`src/rtl/reg_bank_arbiter.sv`:
```
// Round-robin arbiter letting two write requesters share one DEPTH x WIDTH
// register bank. The bank has a single combinational read port and a commit counter.
module reg_bank_arbiter #(
  parameter int WIDTH = 8,
  parameter int DEPTH = 4,
  parameter int AW    = 2
) (
  input  logic             Clk,
  input  logic             Resetn,
  input  logic             ReqA,
  input  logic [AW-1:0]    AddrA,
  input  logic [WIDTH-1:0] DataA,
  output logic             GntA,
  input  logic             ReqB,
  input  logic [AW-1:0]    AddrB,
  input  logic [WIDTH-1:0] DataB,
  output logic             GntB,
  input  logic [AW-1:0]    RdAddr,
  output logic [WIDTH-1:0] RdData,
  output logic [7:0]       WrCount
);

  typedef enum logic {
    REQ_A = 1'b0,
    REQ_B = 1'b1
  } req_e;

  req_e             last, last_next;
  logic             elig_a, elig_b;
  logic             grant_a, grant_b;
  logic [AW-1:0]    wr_addr;
  logic [WIDTH-1:0] wr_data;
  logic [WIDTH-1:0] bank [DEPTH];

  // A requester is ignored while its own grant pulse is showing.
  assign elig_a = ReqA & ~GntA;
  assign elig_b = ReqB & ~GntB;

  // NOTE: every signal written here gets a default first, so no path leaves
  // one unassigned and no latch is inferred.
  always_comb begin
    grant_a   = 1'b0;
    grant_b   = 1'b0;
    last_next = last;
    wr_addr   = AddrA;
    wr_data   = DataA;
    if (elig_a && (!elig_b || last == REQ_B)) begin
      grant_a   = 1'b1;
      last_next = REQ_A;
    end else if (elig_b) begin
      grant_b   = 1'b1;
      last_next = REQ_B;
      wr_addr   = AddrB;
      wr_data   = DataB;
    end
  end

  // NOTE: sequential state uses non-blocking assignments only, so every
  // register samples pre-edge values regardless of statement order.
  // NOTE: the bank is small and must read as zero after reset, so it is
  // built from resettable flops rather than a RAM macro.
  always_ff @(posedge Clk or negedge Resetn) begin
    if (!Resetn) begin
      last    <= REQ_B;
      GntA    <= 1'b0;
      GntB    <= 1'b0;
      WrCount <= 8'd0;
      for (int i = 0; i < DEPTH; i++) begin
        bank[i] <= '0;
      end
    end else begin
      last <= last_next;
      GntA <= grant_a;
      GntB <= grant_b;
      if (grant_a || grant_b) begin
        WrCount <= WrCount + 8'd1;
      end
      // Addresses at or above DEPTH match no entry: granted, counted, dropped.
      for (int i = 0; i < DEPTH; i++) begin
        if ((grant_a || grant_b) && wr_addr == AW'(i)) begin
          bank[i] <= wr_data;
        end
      end
    end
  end

  always_comb begin
    RdData = '0;
    for (int i = 0; i < DEPTH; i++) begin
      if (RdAddr == AW'(i)) begin
        RdData = bank[i];
      end
    end
  end

  grant_onehot : assert property (@(posedge Clk) disable iff (!Resetn)
    !(GntA && GntB));

endmodule

```
`config.mk`:
```
export PLATFORM = sky130hd
export DESIGN_NAME = reg_bank_arbiter
export DESIGN_NICKNAME = d
export VERILOG_FILES = /design/src/rtl/reg_bank_arbiter.sv
export SDC_FILE = /design/constraint.sdc
export NUM_CORES = 1
export LEC_CHECK = 0
export ABC_CLOCK_PERIOD_IN_PS = 1800
export BUFFER_PORTS_ARGS = -buffer_cell sky130_fd_sc_hd__clkbuf_2
export CORE_MARGIN = 3
export CORE_UTILIZATION = 54
export CTS_BUF_LIST = sky130_fd_sc_hd__clkbuf_8 sky130_fd_sc_hd__clkbuf_16
export DETAILED_ROUTE_END_ITERATION = 8
export PLACE_DENSITY_LB_ADDON = 0.3
export SLEW_MARGIN = 20
export SYNTH_ARGS = -nofsm -noshare
export SYNTH_HDL_FRONTEND = slang
export SYNTH_SLANG_ARGS = --single-unit
export TNS_END_PERCENT = 30
```
`constraint.sdc`:
```
create_clock -name Clk -period 1.8 [get_ports Clk]
set_input_delay 0.18 -clock Clk [delete_from_list [all_inputs] [get_ports Clk]]
set_output_delay 0.18 -clock Clk [all_outputs]
set_load 0.01 [all_outputs]
```
# Word level (Yosys, flattened, before mapping)

Cells that the tools add are included.
W data, S select, Z words.

Input bits: 26
Word-level logic and storage cells: 43
Bits in registers: 43
Output and inout bits: 18

Bitwise gates (word level): 4
Add/sub/neg operators: 1
Equality and inequality tests: 6
Reductions and logical operators: 11
Muxes and demuxes: 13

Operators with widths:

| operator              | count |
|---|---|
| $mux W8               | 6 |
| $add A8 B1 Y8 const B | 1 |
| $eq A2 B2 Y1 const B  | 4 |
| $logic_and A1 B1 Y1   | 5 |
| $mux W1               | 5 |
| $eq A2 B1 Y1 const B  | 2 |
| $logic_not A2 Y1      | 2 |
| $mux W2               | 2 |
| $and A1 B1 Y1         | 2 |
| $logic_or A1 B1 Y1    | 2 |
| $not A1 Y1            | 2 |
| $reduce_bool A2 Y1    | 1 |
| $logic_not A1 Y1      | 1 |

# Logic depth before layout (Yosys ltp)

Depth in word-level cells: 8
Mapped depth: 5
Gate-level depth less buffers: 4

# Worst setup path before layout

Ideal clock, no wire load.

Kind: register -> register
Start point: reg GntB
End point: reg bank[24] (netlist bit)
Path slack: 120 ps
Clock period less this slack: 1680 ps
Library setup time: 125 ps
Arrival time: 1555 ps
Buffers on the path: 1
Required time: 1675 ps
Cell stages (with the launch flop): 6
Cells stage by stage: dfrtp_1 -> nand2b_4 -> a21o_4 -> clkbuf_8 -> o32ai_4 -> mux2_2

Cells in the longest elaborated chain, start to end: 8
Elaborated cells between the ends (all ways): 15
Those cells by class: mux: 7; bitwise: 2; reduce/logical: 6

Ends and longest elaborated chain:

| item                                                          | RTL line | RTL |
|---|---|---|
| start: declaration                                            | 17       | `output logic GntB,` |
| start signal: assignment                                      | 74       | `GntB <= grant_b;` |
| $not A1 Y1 *                                                  | 37       | `assign elig_b = ReqB & ~GntB;` |
| $and A1 B1 Y1 *                                               | 37       |  |
| $logic_not A1 Y1                                              | 47       | `if (elig_a && (!elig_b \|\| last == REQ_B)) begin` |
| $logic_or A1 B1 Y1                                            | 47       |  |
| $logic_and A1 B1 Y1                                           | 47       |  |
| $mux W2 / $mux W1 (equally long branches)                     | 47       |  |
| $logic_not A2 Y1 / $logic_or A1 B1 Y1 (equally long branches) | 80       | `if ((grant_a \|\| grant_b) && wr_addr == AW'(i)) begin` |
| $logic_and A1 B1 Y1                                           | 80       |  |
| end signal: indexed assignment                                | 81       | `bank[i] <= wr_data;` |
| end: declaration                                              | 33       | `logic [WIDTH-1:0] bank [DEPTH];` |

Every way passes the cells marked *; elsewhere a longest branch is shown, timed or not.
A chain may end at the register's enable or synchronous reset.

# Final worst setup path

Start point: reg GntA
End point: reg bank[15] (netlist bit)

Cells in the longest elaborated chain, start to end: 6
Elaborated cells between the ends (all ways): 10
Those cells by class: eq/ne: 1; mux: 4; bitwise: 2; reduce/logical: 3

Ends and longest elaborated chain:

| item                                                      | RTL line | RTL |
|---|---|---|
| start: declaration                                        | 13       | `output logic GntA,` |
| start signal: assignment                                  | 73       | `GntA <= grant_a;` |
| $not A1 Y1 *                                              | 36       | `assign elig_a = ReqA & ~GntA;` |
| $and A1 B1 Y1 *                                           | 36       |  |
| $logic_and A1 B1 Y1 *                                     | 47       |  |
| $mux W2 / $mux W1 (equally long branches)                 | 47       |  |
| $eq A2 B2 Y1 / $logic_or A1 B1 Y1 (equally long branches) | 80       |  |
| $logic_and A1 B1 Y1                                       | 80       |  |

Marked as above.

==> metrics.cfg <==
[worst_setup_path]
cp.required_ps = 1980
crit_chain = nor2b_4 > o21ai_4 > o32ai_4 > mux2_2
cp-end-kind = flip-flop
crit_fanout = 8
ff2ff_setup_slack_ps = 50
startpoint_type = flip-flop
criticalPathCategory = flip-flop to flip-flop
cp_data_arrival_time_ps = 1930
max_stage_delay_ps = 510
slowest_stage = o32ai_4

[floorplan]
dieArea_sq_um = 4690
die_w_um = 68.5
dieHeight_um = 68.5
floorplan.initialDensity_pct = 56.8
core_area_sq_um = 3720
rows = 22
pin_count = 44

[synthesis]
synth_edf_count = 0
synth_nets = 160
yosysSeqAreaShare_pct = 51.1
avgSynthCellArea_sq_um = 15.9
ys_ff_latch = 43
synth.distinct_cells = 27
synth_largest_area_cell = dfrtp_1
synthArstFlopShare_pct = 100
synthFlopType = dfrtp_1
synth.yosys.warnings = 0
synth_area_leaders = dfrtp_1 (50%), mux2_2 (18%), mux4_2 (8.5%)
synth_area_sq_um = 2110
syn_inst = 133
yosysTopAreaCellShare_pct = 49.8

[sta]
fmax_mhz = 573
hold_violations = 0
setup_violations = 0
fin_skew_ps = 4.92
max_slew_margin_pct = 62.2
period_needed_ps = 1750
fin_setup_tns_ps = 0
drv_slew = 0
period_share_pct = 97.0
grt_setup_unrepaired = yes
worst_slack_ps = 53.4
worst_pin_slew_ps = 568

[grt]
use_met3_pct = 5.83
grt_pass1_wl_mm = 6.43
top_usage_layer = met2
grtUsageTotal_pct = 19.7
grt-ovfl-total = 0
antenna_found_initial = 0
grt_start_max_net_pins = 44
grt_use_met1_pct = 23.5
grt_pass1_vias = 1351
gr-usage-met2_pct = 33.8

[placement]
gp_congestion = 0.709
dp_hpwl_mm = 2.90
dp_slack_ps = 26.2
numPortBuffers = 43
dpl_cell_area_sq_um = 2360

[cts]
root_buffer = clkbuf_8
cts_setup_buffers = 0
clock-sinks = 43
ctsHtreeMaxLevel = 2
cts_max_path_buffers = 2
clk_latency_ps = 290
path_clk_slew_ps = 80
cts_buffers = 5
cts_tree = built

[layout]
area_delta_synth_final_pct = 17.0
finalInstanceArea_sq_um = 2470
fillers = 275
num_antenna_cells = 0
final_nets = 208
drive_gt1_share_pct = 61.0

[outcome]
status = finished, final reports clean

[run]
drv_cap = 0

[min_path]
hp-class = input port to flip-flop

[drt]
dr.pass1.iters = 4
ant_nets = 0
vias_per_cell = 5.46
first_iter_violations = 59
wire_per_inst_um = 17.3
vias = 1256
wirelength_mm = 3.97
drc_errors = 0

[power_and_ir_drop]
p_leak_nw = 1.13
power.density_nw_per_um2 = 1300
irDropWorstVdd_uv = 666

## path summary, 6_finish.rpt
path | endpoint | from | depth (start not counted)
min | last | ReqB | 3
min in group asynchronous | WrCount[5] | Resetn | 3
max in group asynchronous | last | Resetn | 3
max reg2reg | bank[15] | GntA | 4
max | bank[15] | GntA | 4
min reg2reg | WrCount[7] | WrCount[7] | 1
## layout make-up
type	count	area [sq um]	area share, %
Timing Repair Buffer	45	233	9.43
Clock inverter	3	12.5	0.507
Tap cell	48	60.1	2.43
Multi-Input combinational cell	81	997	40.4
Sequential cell	43	1080	43.7
Inverter	5	18.8	0.761
Clock buffer	5	68.8	2.79
## timing repair
action,4_1_cts,5_1_grt
gates resized for setup,0,1
setup endpoints to repair,0,16
hold buffers,1,0
endpoints found under the hold margin,42,0
## logic make-up (layout without fill, tap and decap cells)
family          after synthesis  in the layout  synth area share, %
flops                        43             43                 51.1
compound gates                8              8                 6.41
mux                          49             49                 31.9
simple gates                 16             16                 4.98
buf+inv                       9             58                 2.19
fa+ha+maj                     1              1                0.593
xor+xnor                      7              7                 2.91
## Yosys cell counts (2+ instances only)
cell type	instances
a21oi_1	2
mux2_2	33
inv_1	4
mux4_2	8
nand2_1	5
nand2b_1	2
dfrtp_1	42
nand3_1	2
buf_2	2
o32ai_4	3
mux2_4	8
xnor2_1	6
nand4_1	2
## registers in the layout, summed over array words and instances (netlist names)
name / cells
last: 1
WrCount: 8
bank: 32
GntA: 1
GntB: 1
## cells in the final DEF, fill, tap and decap left out, drive strengths merged
cell type    Yosys  final
xor2             1      1
buf              3      1
and4             1      1
or2b             1      1
ha               1      1
mux4             8      8
nand2b           3      3
inv              5      7
nand2            5      5
o32ai            3      3
o21ai            1      1
o32a             1      1
dfstp            1      1
clkinv           0      1
or2              1      1
nor2b            1      1
clkbuf           1     48
xnor2            6      6
nand4            2      2
a21oi            2      2
dlygate4sd3      0      1
mux2            41     41
dfrtp           42     42
nand3            2      2
a21o             1      1
## stage by stage
step,instances,power (mW),util (%),hold WS (ps)
after global placement,221,2.59,63.6,267
after CTS,230,3.25,66.1,157
after floorplan,133,2.29,-,-116
final,230,3.22,66.4,163
after global routing,230,3.45,66.4,181
after detailed placement,221,2.67,63.6,281
## layer usage
| metal | vias up | wire (um) |
|---|---|---|
| li1 | 585 | - |
| met1 | 633 | 1600 |
| met2 | 33 | 2100 |
| met3 | 5 | 213 |
| met4 | 0 | 54 |
| met5 | - | 0 |
## where the power goes
group / total [mW] / switching, mW / internal (mW)
Sequential: 1.59 / 0.246 / 1.34
Combinational: 1.06 / 0.440 / 0.617
Clock: 0.575 / 0.314 / 0.261
## critical path: cells and delay by family, from the launching register on
kind            cells  cell delay, ps
compound gates      2             630
flops               1             430
mux                 1             410
simple gates        1             170
Note: power is estimated with default switching activity, not from simulation.
